File: src/rtl/replacement_ctrl.sv
// replacement_ctrl: sequences cache hit/miss handling, victim refill and replacement-policy updates
module replacement_ctrl #(
   parameter int N_WAYS     = 8,
   parameter int LINE_OFF_W = 7,
   parameter int NWAY_W     = $clog2(N_WAYS),
   parameter int CNT_W      = 16
) (
   input  logic                  clk,
   input  logic                  reset,
   input  logic                  acc_valid,
   output logic                  acc_ready,
   input  logic [LINE_OFF_W-1:0] acc_line,
   input  logic [N_WAYS-1:0]     acc_hit,
   output logic                  rp_write_en,
   output logic [N_WAYS-1:0]     rp_way_hit,
   output logic [LINE_OFF_W-1:0] rp_line_addr,
   input  logic [N_WAYS-1:0]     rp_way_select,
   input  logic [NWAY_W-1:0]     rp_way_select_bin,
   output logic                  refill_req,
   output logic [NWAY_W-1:0]     refill_way,
   output logic [LINE_OFF_W-1:0] refill_line,
   input  logic                  refill_ack,
   output logic [CNT_W-1:0]      hit_cnt,
   output logic [CNT_W-1:0]      miss_cnt,
   input  logic                  cnt_clr,
   output logic                  err_multi_hit
);
   localparam logic [1:0] IDLE   = 2'd0;
   localparam logic [1:0] SELECT = 2'd1;
   localparam logic [1:0] REFILL = 2'd2;
   localparam logic [1:0] UPDATE = 2'd3;
   logic [1:0]            state_q, state_d;
   logic [LINE_OFF_W-1:0] line_q, line_d;
   logic [N_WAYS-1:0]     hit_q, hit_d;
   logic [NWAY_W-1:0]     vict_q, vict_d;
   logic [CNT_W-1:0]      hit_cnt_q, hit_cnt_d, miss_cnt_q, miss_cnt_d;
   logic                  err_q, err_d;
   logic                  acc_ok, is_hit, unused_sel;
   assign unused_sel = ^rp_way_select;
   assign acc_ok = acc_valid & acc_ready;
   assign is_hit = |acc_hit;
   always_comb begin
      state_d    = (state_q == IDLE)   ? (acc_ok ? (is_hit ? UPDATE : SELECT) : IDLE) :
                   (state_q == SELECT) ? REFILL :
                   (state_q == REFILL) ? (refill_ack ? UPDATE : REFILL) : IDLE;
      line_d     = acc_ok ? acc_line : line_q;
      hit_d      = acc_ok ? acc_hit : hit_q;
      vict_d     = (state_q == SELECT) ? rp_way_select_bin : vict_q;
      hit_cnt_d  = cnt_clr ? '0 : (acc_ok & is_hit & ~&hit_cnt_q) ? hit_cnt_q + CNT_W'(1) : hit_cnt_q;
      miss_cnt_d = cnt_clr ? '0 : (acc_ok & ~is_hit & ~&miss_cnt_q) ? miss_cnt_q + CNT_W'(1) : miss_cnt_q;
      err_d      = err_q | (acc_ok & |(acc_hit & (acc_hit - N_WAYS'(1))));
   end
   always_ff @(posedge clk) begin
      if (reset) begin
         state_q    <= IDLE;
         line_q     <= '0;
         hit_q      <= '0;
         vict_q     <= '0;
         hit_cnt_q  <= '0;
         miss_cnt_q <= '0;
         err_q      <= 1'b0;
      end else begin
         state_q    <= state_d;
         line_q     <= line_d;
         hit_q      <= hit_d;
         vict_q     <= vict_d;
         hit_cnt_q  <= hit_cnt_d;
         miss_cnt_q <= miss_cnt_d;
         err_q      <= err_d;
      end
   end
   assign acc_ready     = state_q == IDLE;
   assign rp_write_en   = state_q == UPDATE;
   // a miss leaves hit_q all-zero, so UPDATE then reports the refilled victim way
   assign rp_way_hit    = rp_write_en ? (|hit_q ? hit_q : N_WAYS'(1) << vict_q) : '0;
   assign rp_line_addr  = line_q;
   assign refill_req    = state_q == REFILL;
   assign refill_way    = vict_q;
   assign refill_line   = line_q;
   assign hit_cnt       = hit_cnt_q;
   assign miss_cnt      = miss_cnt_q;
   assign err_multi_hit = err_q;
endmodule

File: config.mk
export PLATFORM = sky130hd
export DESIGN_NAME = replacement_ctrl
export DESIGN_NICKNAME = d
export VERILOG_FILES = /design/src/rtl/replacement_ctrl.sv
export SDC_FILE = /design/constraint.sdc
export NUM_CORES = 1
export LEC_CHECK = 0
export BUFFER_PORTS_ARGS = -buffer_cell sky130_fd_sc_hd__buf_4
export CAP_MARGIN = 10
export CORE_MARGIN = 10
export CORE_UTILIZATION = 25
export DETAILED_ROUTE_END_ITERATION = 6
export PLACE_DENSITY = 0.59
export SLEW_MARGIN = 20
export SYNTH_ARGS = -nofsm -noshare
export SYNTH_HDL_FRONTEND = slang
export SYNTH_SLANG_ARGS = --single-unit
File: constraint.sdc
create_clock -name clk -period 1.7 [get_ports clk]
set_input_delay 0 -clock clk [delete_from_list [all_inputs] [get_ports clk]]
set_output_delay 0 -clock clk [all_outputs]
set_load 0.01 [all_outputs]
# Word-level counts from Yosys, hierarchy flattened
# Cells that the tools add are included.
[totals]
reg_bits = 53
in_bits = 31
output_inout_bits = 61
wordCells = 40
[classes]
n_addsub = 3
n_eq_ne = 3
n_shift = 1
muxes = 8
bitwise_logic = 9
n_reduce_logical = 9
[ops]
columns = ["cell", "count"]
rows = [
  ["$add 16x1->16 const B", 2],
  ["$reduce_and 16->1", 2],
  ["$reduce_or 8->1", 3],
  ["$mux 8", 2],
  ["$mux 2", 5],
  ["$and 8x8->8", 1],
  ["$shl 1x3->8 const A", 1],
  ["$sub 8x1->8 const B", 1],
  ["$and 1x1->1", 6],
  ["$eq 2x2->1 const B", 2],
  ["$eq 2x1->1 const B", 1],
  ["$logic_not 1->1", 2],
  ["$logic_not 2->1", 1],
  ["$reduce_or 2->1", 1],
  ["$mux 1", 1],
  ["$not 1->1", 1],
  ["$or 1x1->1", 1],
]

# Depth between registers and ports, before layout
# Gate-level depths: netlist of the first run.
[logic_depth]
ltp_word = 5
mapped_depth = 7
ltp_nobuf = 6

# Least setup slack after synthesis of the first run
# No wires, ideal clock.
[synth_timing]
path_kind = "register to register"
start = "register state_q[0]"
end = "register hit_cnt_q[8] (netlist: hit_cnt[8])"
setup_ps = 70
arrival_ps = 1879
required_ps = 1630
path_slack_ps = -250
stages_incl_launch_ff = 8
path_buffers = 1
cell_sequence = "dfxtp_1 > inv_1 > ha_1 > nand2_1 > a211o_1 > buf_2 > or4_1 > a21oi_1"
[synth_between]
elab_chain_len = 4
[synth_rtl]
columns = ["element", "line_no", "source"]
rows = [
  ["start: declaration", "32", "logic [1:0] state_q, state_d;"],
  ["start signal: assignment", "63", "state_q <= state_d;"],
  ["$logic_not 2->1", "72", "assign acc_ready = state_q == IDLE;"],
  ["net acc_ready", "11", "output logic acc_ready,"],
  ["$and 1x1->1", "40", "assign acc_ok = acc_valid & acc_ready;"],
  ["$and 1x1->1 (2 in a row)", "49", "hit_cnt_d = cnt_clr ? '0 : (acc_ok & is_hit & ~&hit_cnt_q) ? hit_cnt_q + CNT_W'(1) : hit_cnt_q;"],
  ["end signal: assignment", "67", "hit_cnt_q <= hit_cnt_d;"],
  ["end: declaration", "36", "logic [CNT_W-1:0] hit_cnt_q, hit_cnt_d, miss_cnt_q, miss_cnt_d;"],
]
# The timed path passes the listed nets, and every way through them passes these cells.
# A chain may end at the register's enable or synchronous reset.

# Worst setup path after layout of the first run
[layout_timing]
start = "register state_q[1]"
end = "register hit_cnt_q[15] (netlist: hit_cnt[15])"
[layout_between]
elab_chain_len = 4
[layout_rtl]
columns = ["element", "line_no"]
rows = [
  ["$logic_not 2->1", "72"],
  ["$and 1x1->1", "40"],
  ["$and 1x1->1 (2 in a row)", "49"],
]
# No other way between the ends.

==> metrics.md, run 1 <==
| Metric | Value |
|---|---|
| Status | finished clean |
| Max cap viols | 0 |
| Die Span Y | 126.6 um |
| Final Hold Viols | 0 |
| Critical Path Fanout Max | 8 |
| Reg2Reg Depth | 6 |
| Die Wd | 126.6 um |
| Leakage | 1.685 nW |
| CTS Buffer Depth | 2 |
| Average wire per standard cell | 15.65 um |
| Starting Density | 25.88% |
| Worst-Margin Slew | 0.4641 ns |
| VDD IR max | 0.4712 mV |
| Crit. End Element | flip-flop |
| Core area | 10980 um^2 |
| Crit Path Category | reg -> reg |
| Hold Path Class | in -> reg |
| Synth top area share | 37.32% |
| Synth Register Bits | 53 |
| Vias post-DR | 3150 |
| DRT Pass-1 Iters | 4 |
| Largest net degree at the start of global routing | 34 |
| PortBufs | 83 |
| R2R Setup Slk | 0.01 ns |
| DR iter-0 viols | 150 |
| Sequential-to-total area share from yosys stat | 37.32% |
| Required time of the critical path | 1.89 ns |
| Layout Nets | 512 |
| Sequential cell area | 1076 um^2 |
| Hold Path Depth | 3 |
| CTS H-Tree Depth | 2 |
| Fin crit share | 99.43% |
| DR WL met2 | 4.507 mm |
| Fin crit period | 1.690 ns |
| WL final | 9.624 mm |
| Synth-to-layout area growth | 54.18% |
| Post-Syn Nets | 382 |
| Synthesis Warnings | 0 |
| Setup tns final | 0 ns |
| Row count | 38 |
| Ratio of cells with drive above 1 in the final layout | 38.74% |
| RSZ-0062 raised after global routing | yes |
| Final Max Slew Viols | 0 |
| HPWL Detailed | 7.115 mm |
| GRT Total Usage | 11.11% |
| Most frequent cells after synthesis | dfxtp_1, nand2_1, a21oi_1, nand3_1, or3_1 |
| Footprint of the multi-input gates | 1799 um^2 |
| Endpoints failing setup | 0 |
| Post-synth EDFFs | 0 |
| Most frequent cell after synthesis | dfxtp_1 |
| Clock sinks | 53 |
| Synth Flop Type | dfxtp_1 |
| Post-synth top area cell | dfxtp_1 |
| GPL Wtd Cong | 0.7993 |
| FFs w/ async S/R, synth | 0% |
| Cts bufs inserted | 5 |
| Hold WS | 0.001106 ns |
| Number of global-route vias before repair | 3009 |
| Overflow after GRT | 0 |
| Top Layer Used | met4 |
| Worst slew margin | 68.82% |
| First-pass GRT wire length | 15.12 mm |
| Skew final | 0.005588 ns |
| Mapped Area | 2843 um^2 |
| Avg Vias per Cell | 5.122 |
| Die area | 16040 um^2 |
| Clock latency on the worst-skew pair | 0.29 ns |
| Distinct cells, synth | 47 |
| Routed wl met3 | 738 um |
| # IOs | 92 |
| ANT nets after route | 0 |
| Crit path DAT | 1.88 ns |
| Initial antenna violation count | 0 |
| Reg clk slew, reported paths | 0.07 ns |
| CTS tree | built |
| Metal-1 WL | 4.296 mm |
| Drc violations | 0 |
| CP Launch Type | flip-flop |
| Gate Count Post-Synth | 345 |
| Top cells by area, synth | dfxtp_1, nand2_1, a21oi_1, mux2i_1, or3_1 |
| Total power | 0.002937 W |
| Power per Cell Area | 670.2 nW/um^2 |
| Post-Synthesis Mean Instance Area | 8.240 um^2 |
| Fillcell total | 1088 |
| F_max | 591.6 MHz |
| Ant. Diodes | 0 |
| Clock root cell | clkbuf_16 |
-- layout make-up --
class / instances / share of cell area, %
Tap cell: 140 / 3.997
Sequential cell: 53 / 24.55
Clock inverter: 2 / 0.7993
Inverter: 6 / 0.5138
Timing Repair Buffer: 145 / 26.23
Multi-Input combinational cell: 264 / 41.05
Clock buffer: 5 / 2.855
-- flip-flops by register name, summed over array words and instances (netlist names) --
name and count:
miss_cnt 16, err_multi_hit 1, state_q 2, refill_way 3, refill_line 7, hit_cnt 16
hit_q 8
-- worst paths after layout --
path | from | to
max | state_q[1]$_SDFF_PP0_ | hit_cnt[15]$_SDFFE_PP0P_
max reg2reg | state_q[1]$_SDFF_PP0_ | hit_cnt[15]$_SDFFE_PP0P_
min | refill_ack | state_q[0]$_SDFF_PP0_
min reg2reg | refill_line[6]$_SDFFE_PP0P_ | refill_line[6]$_SDFFE_PP0P_
-- kinds of logic after synthesis --
kind of cell             count (synthesis)  synth area share (%)
flip-flops                              53                 37.32
adder cells (fa/ha/maj)                  7                 2.993
buffers and inverters                   28                 4.798
AND/OR/NAND/NOR                        170                 34.16
AO/OA/AOI/OAI                           74                 16.15
multiplexers                            13                 4.577
-- report_power, final --
part           leakage [nW]  switching, W  total [W]  internal (W)
registers             0.436     0.0000370    0.00132       0.00128
logic                  1.17      0.000236   0.000465      0.000229
clock network        0.0797      0.000469    0.00115      0.000685
total                  1.69      0.000742    0.00294       0.00220
-- timing repair --
item,4_1_cts,5_1_grt
setup endpoints to repair,23,25
endpoints found under the hold margin,17,1
resized for setup,5,33
pin swaps,1,13
buffers inserted,2,5
hold buffers,17,1
-- layout by cell type (no fill, tap or decap), drive strengths merged, types with 2 or more instances in the layout --
master       count
nand2           51
nand3b           2
mux2i           13
o41ai            2
and3             3
o21a             5
or3             17
buf            127
nor4            18
dfxtp           53
o21ai            5
ha               6
nor2             9
inv              6
a31oi            6
o211a            2
o31ai           10
nand4           12
clkbuf           5
and4             4
or4             14
nor3             8
a21oi           37
nor4b            3
nor2b            4
nand3           20
dlygate4sd3     18
-- per-stage QoR --
step                      instances  instance area, um^2  util [%]  setup slack [ns]
after global placement          583                 3836     34.93          -0.04782
after detailed placement        583                 3836     34.93          -0.06724
after CTS                       609                 4203     38.27         0.0001343
after global routing            615                 4383     39.91          -0.05652
after floorplan                 345                 2874         -          -0.03163
final                           615                 4383     39.91          0.009685
-- layer usage --
layer / vias to the layer above / track usage [%]
li1: 1563 / -
met1: 1490 / 13.87
met2: 89 / 18.32
met3: 8 / 3.290
met4: 0 / 2.679
met5: - / 0
-- critical path, stage by stage, from the launching register on --
cell     delay (ns)
dfxtp_2        0.33
inv_2          0.07
ha_4           0.16
nand2_4        0.06
a211o_4        0.31
or4_1          0.53
o211a_1        0.14
Power figures use the tool's default switching activity.
==> inputs of run 2 (changes only) <==
--- a/config.mk
+++ b/config.mk
@@ -10,7 +10,7 @@
 export CORE_MARGIN = 10
 export CORE_UTILIZATION = 25
 export DETAILED_ROUTE_END_ITERATION = 6
-export PLACE_DENSITY = 0.59
+export PLACE_DENSITY = 0.53
 export SLEW_MARGIN = 20
 export SYNTH_ARGS = -nofsm -noshare
 export SYNTH_HDL_FRONTEND = slang
==> metrics.md, run 2 (synthesis gave the netlist of run 1 again) <==
| Metric | Value |
|---|---|
| Power per Cell Area | 670.8 nW/um^2 (about the same) |
| Post-place setup slack | -0.1162 ns (-0.04893 ns) |
| Crit path DAT | 1.90 ns (+0.02 ns) |
| Synth-to-layout area growth | 57.53% |
| Grt met2 use | 17.04% (-1.3 points) |
| Reg clk slew, reported paths | 0.08 ns (about the same) |
| Cts bufs inserted | 5 (unchanged) |
| GPL Wtd Cong | 0.7976 (-0.21%) |
| Skew final | 0.01158 ns (+0.005989 ns) |
| CP Launch Type | flip-flop |
| Reg-to-reg critical path startpoint | state_q[1]$_SDFF_PP0_ |
| Met1 Use GR | 14.74% (+0.87 points) |
| Hold wc startpoint | cnt_clr |
| Hold Path Class | in -> reg |
| RSZ-0062 raised after global routing | yes |
| F_max | 587.3 MHz (-0.72%) |
| VDD IR max | 0.4457 mV (-5.4%) |
| Die area | 16040 um^2 (unchanged) |
| Final setup margin | -0.002604 ns (-0.01229 ns) |
| Failing checks | negative setup slack |
| Clock power frac | 40.2% (+0.9 points) |
| WP buf/inv | 1 (unchanged) |
| Hold WS | 0.05791 ns (+0.05681 ns) |
| Fin crit share | 100.2% (+0.72 points) |
| Placed cells | 588 (+0.86%) |
| PortBufs | 83 (unchanged) |
| Slowest-stage cell, CP | or4_1 |
| Core area | 10980 um^2 (unchanged) |
| Internal Pwr Total | 0.002259 W (+2.9%) |
| Clock sinks | 53 (unchanged) |
| Crit Path Category | reg -> reg |
| Largest net degree at the start of global routing | 34 (unchanged) |
| Vias post-DR | 3187 (+1.2%) |
| Most common cell after layout, fill and taps aside | buf_4 |
| Comb pwr share | 15.9% (about the same) |
| Overflow after GRT | 0 (unchanged) |
| DR iter-0 viols | 181 (+21%) |
| First-pass GRT wire length | 15.08 mm (-0.27%) |
| Average wire per standard cell | 15.55 um (-0.61%) |
| Final Instance Count excl. Fillers | 621 (+0.98%) |
| Ratio of cells with drive above 1 in the final layout | 40.12% (+1.4 points) |
| HPWL Detailed | 7.114 mm (about the same) |
| Die Span Y | 126.6 um (unchanged) |
| Slowest stage delay, CP | 0.53 ns (about the same) |
| CTS H-Tree Depth | 2 (unchanged) |
| Worst slew margin | 68.80% (about the same) |
| Net Switching | 0.0007454 W (+0.48%) |
| CP delay by family, top | simple AND/OR/NAND/NOR gates |
| Setup tns final | -0.004465 ns (-0.004465 ns) |
| WL final | 9.659 mm (+0.36%) |
| CTS tree | built |
| Required time of the critical path | 1.90 ns (about the same) |
| Clock root cell | clkbuf_16 |
| Avg Vias per Cell | 5.132 (+0.20%) |
| Die Wd | 126.6 um (unchanged) |
| Initial antenna violation count | 0 (unchanged) |
| Crit-path cells | inv_2, ha_4, nand2_4, a211o_4, or4_1, o211a_1 |
| Clock latency on the worst-skew pair | 0.30 ns (about the same) |
| CTS Buffer Depth | 2 (unchanged) |
| Number of global-route vias before repair | 3006 (-0.10%) |
| Row count | 38 (unchanged) |
| GRT met3 Usage | 3.207% (-0.083 points) |
| Final Max Slew Viols | 0 (unchanged) |
| Most frequent cells in the layout | buf_4, nand2_1, dfxtp_1, a21oi_1, dlygate4sd3_1 |
| Sw Share | 24.81% (-0.44 points) |
| Fin crit period | 1.703 ns (+0.01229 ns) |
| Critical Path Fanout Max | 6 (-2) |
| ANT nets after route | 0 (unchanged) |
| Starting Density | 25.88% (unchanged) |
| Fillcell total | 1093 (+0.46%) |
| Seq pwr share | 43.9% (-1.0 points) |
| Worst-Margin Slew | 0.4680 ns (+0.003938 ns) |
| Leakage | 1.730 nW (+2.7%) |
| GRT Max-Usage Layer | met2 |
| Drc violations | 0 (unchanged) |
| # IOs | 92 (unchanged) |
| Status | finished, violations left |
| Ant. Diodes | 0 (unchanged) |
| DRT Pass-1 Iters | 4 (unchanged) |
| Crit. End Element | flip-flop |
| GRT Total Usage | 11.15% (+0.032 points) |
| Final Hold Viols | 0 (unchanged) |
| Layout Nets | 517 (+0.98%) |
| Endpoints failing setup | 2 (+2) |
| Critical path launch point | state_q[1]$_SDFF_PP0_ |
| Max cap viols | 0 (unchanged) |
[run 2: changes by cell type in the layout (fill, tap and decap cells not counted), sizes merged]
cell	delta
buf	+3
a211o	+1
clkinv	-1
dlygate4sd3	+1
clkbuf	+2
[run 2: worst reg2reg max path, stage by stage (launching register included)]
cell	delay, ns
dfxtp_2	0.32
inv_2	0.07
ha_4	0.16
nand2_4	0.07
a211o_4	0.30
or4_1	0.54
o211a_1	0.14
[run 2: area by class of cell]
type,instances,area (um^2),share of cell area [%]
inverter,6,22.52,0.5029
timing repair buffer,149,1170,26.12
sequential,53,1076,24.03
clock buffer,7,142.6,3.185
clock inverter,1,30.03,0.6706
multi-input combinational,265,1862,41.58
tap,140,175.2,3.912
[run 2: power groups by stage]
stage	sequential [W]	combinational [W]	clock [W]
floorplan	0.00135	0.000218	0
global placement	0.00134	0.000416	0
detailed placement	0.00134	0.000427	0
CTS	0.00132	0.000465	0.00124
global route	0.00132	0.000526	0.00128
finish	0.00132	0.000478	0.00121
[run 2: routing by layer]
metal | up-vias | share of wire (%)
li1 | 1581 | -
met5 | - | 0
met1 | 1499 | 45
met3 | 7 | 8.1
met4 | 0 | 0.96
met2 | 100 | 46
[run 2: worst paths after layout]
| kind | slack, ns | end | cells after the start |
|---|---|---|---|
| worst max register to register | -0.003 | hit_cnt[15]$_SDFFE_PP0P_ | 6 |
| worst min-delay path | 0.06 | hit_cnt[7]$_SDFFE_PP0P_ | 3 |
| worst min register to register | 0.48 | refill_line[1]$_SDFFE_PP0P_ | 2 |
| worst max-delay path | -0.003 | hit_cnt[15]$_SDFFE_PP0P_ | 6 |
[run 2: repair_timing]
item / in CTS / in global routing
hold buffers: 19 / 0
gates cloned: 0 / 1
pin swaps: 0 / 14
buffers inserted: 0 / 5
gates resized for setup: 7 / 42
hold endpoints to repair: 19 / 0
endpoints found under the setup margin: 20 / 31
[run 2: metrics by stage]
stage / power [W] / util, % / instance area, um^2
floorplan: 0.001563 / - / 2874
global placement: 0.001758 / 35.27 / 3874
detailed placement: 0.001769 / 35.27 / 3874
CTS: 0.003016 / 38.74 / 4255
global route: 0.003128 / 40.77 / 4478
finish: 0.003004 / 40.77 / 4478
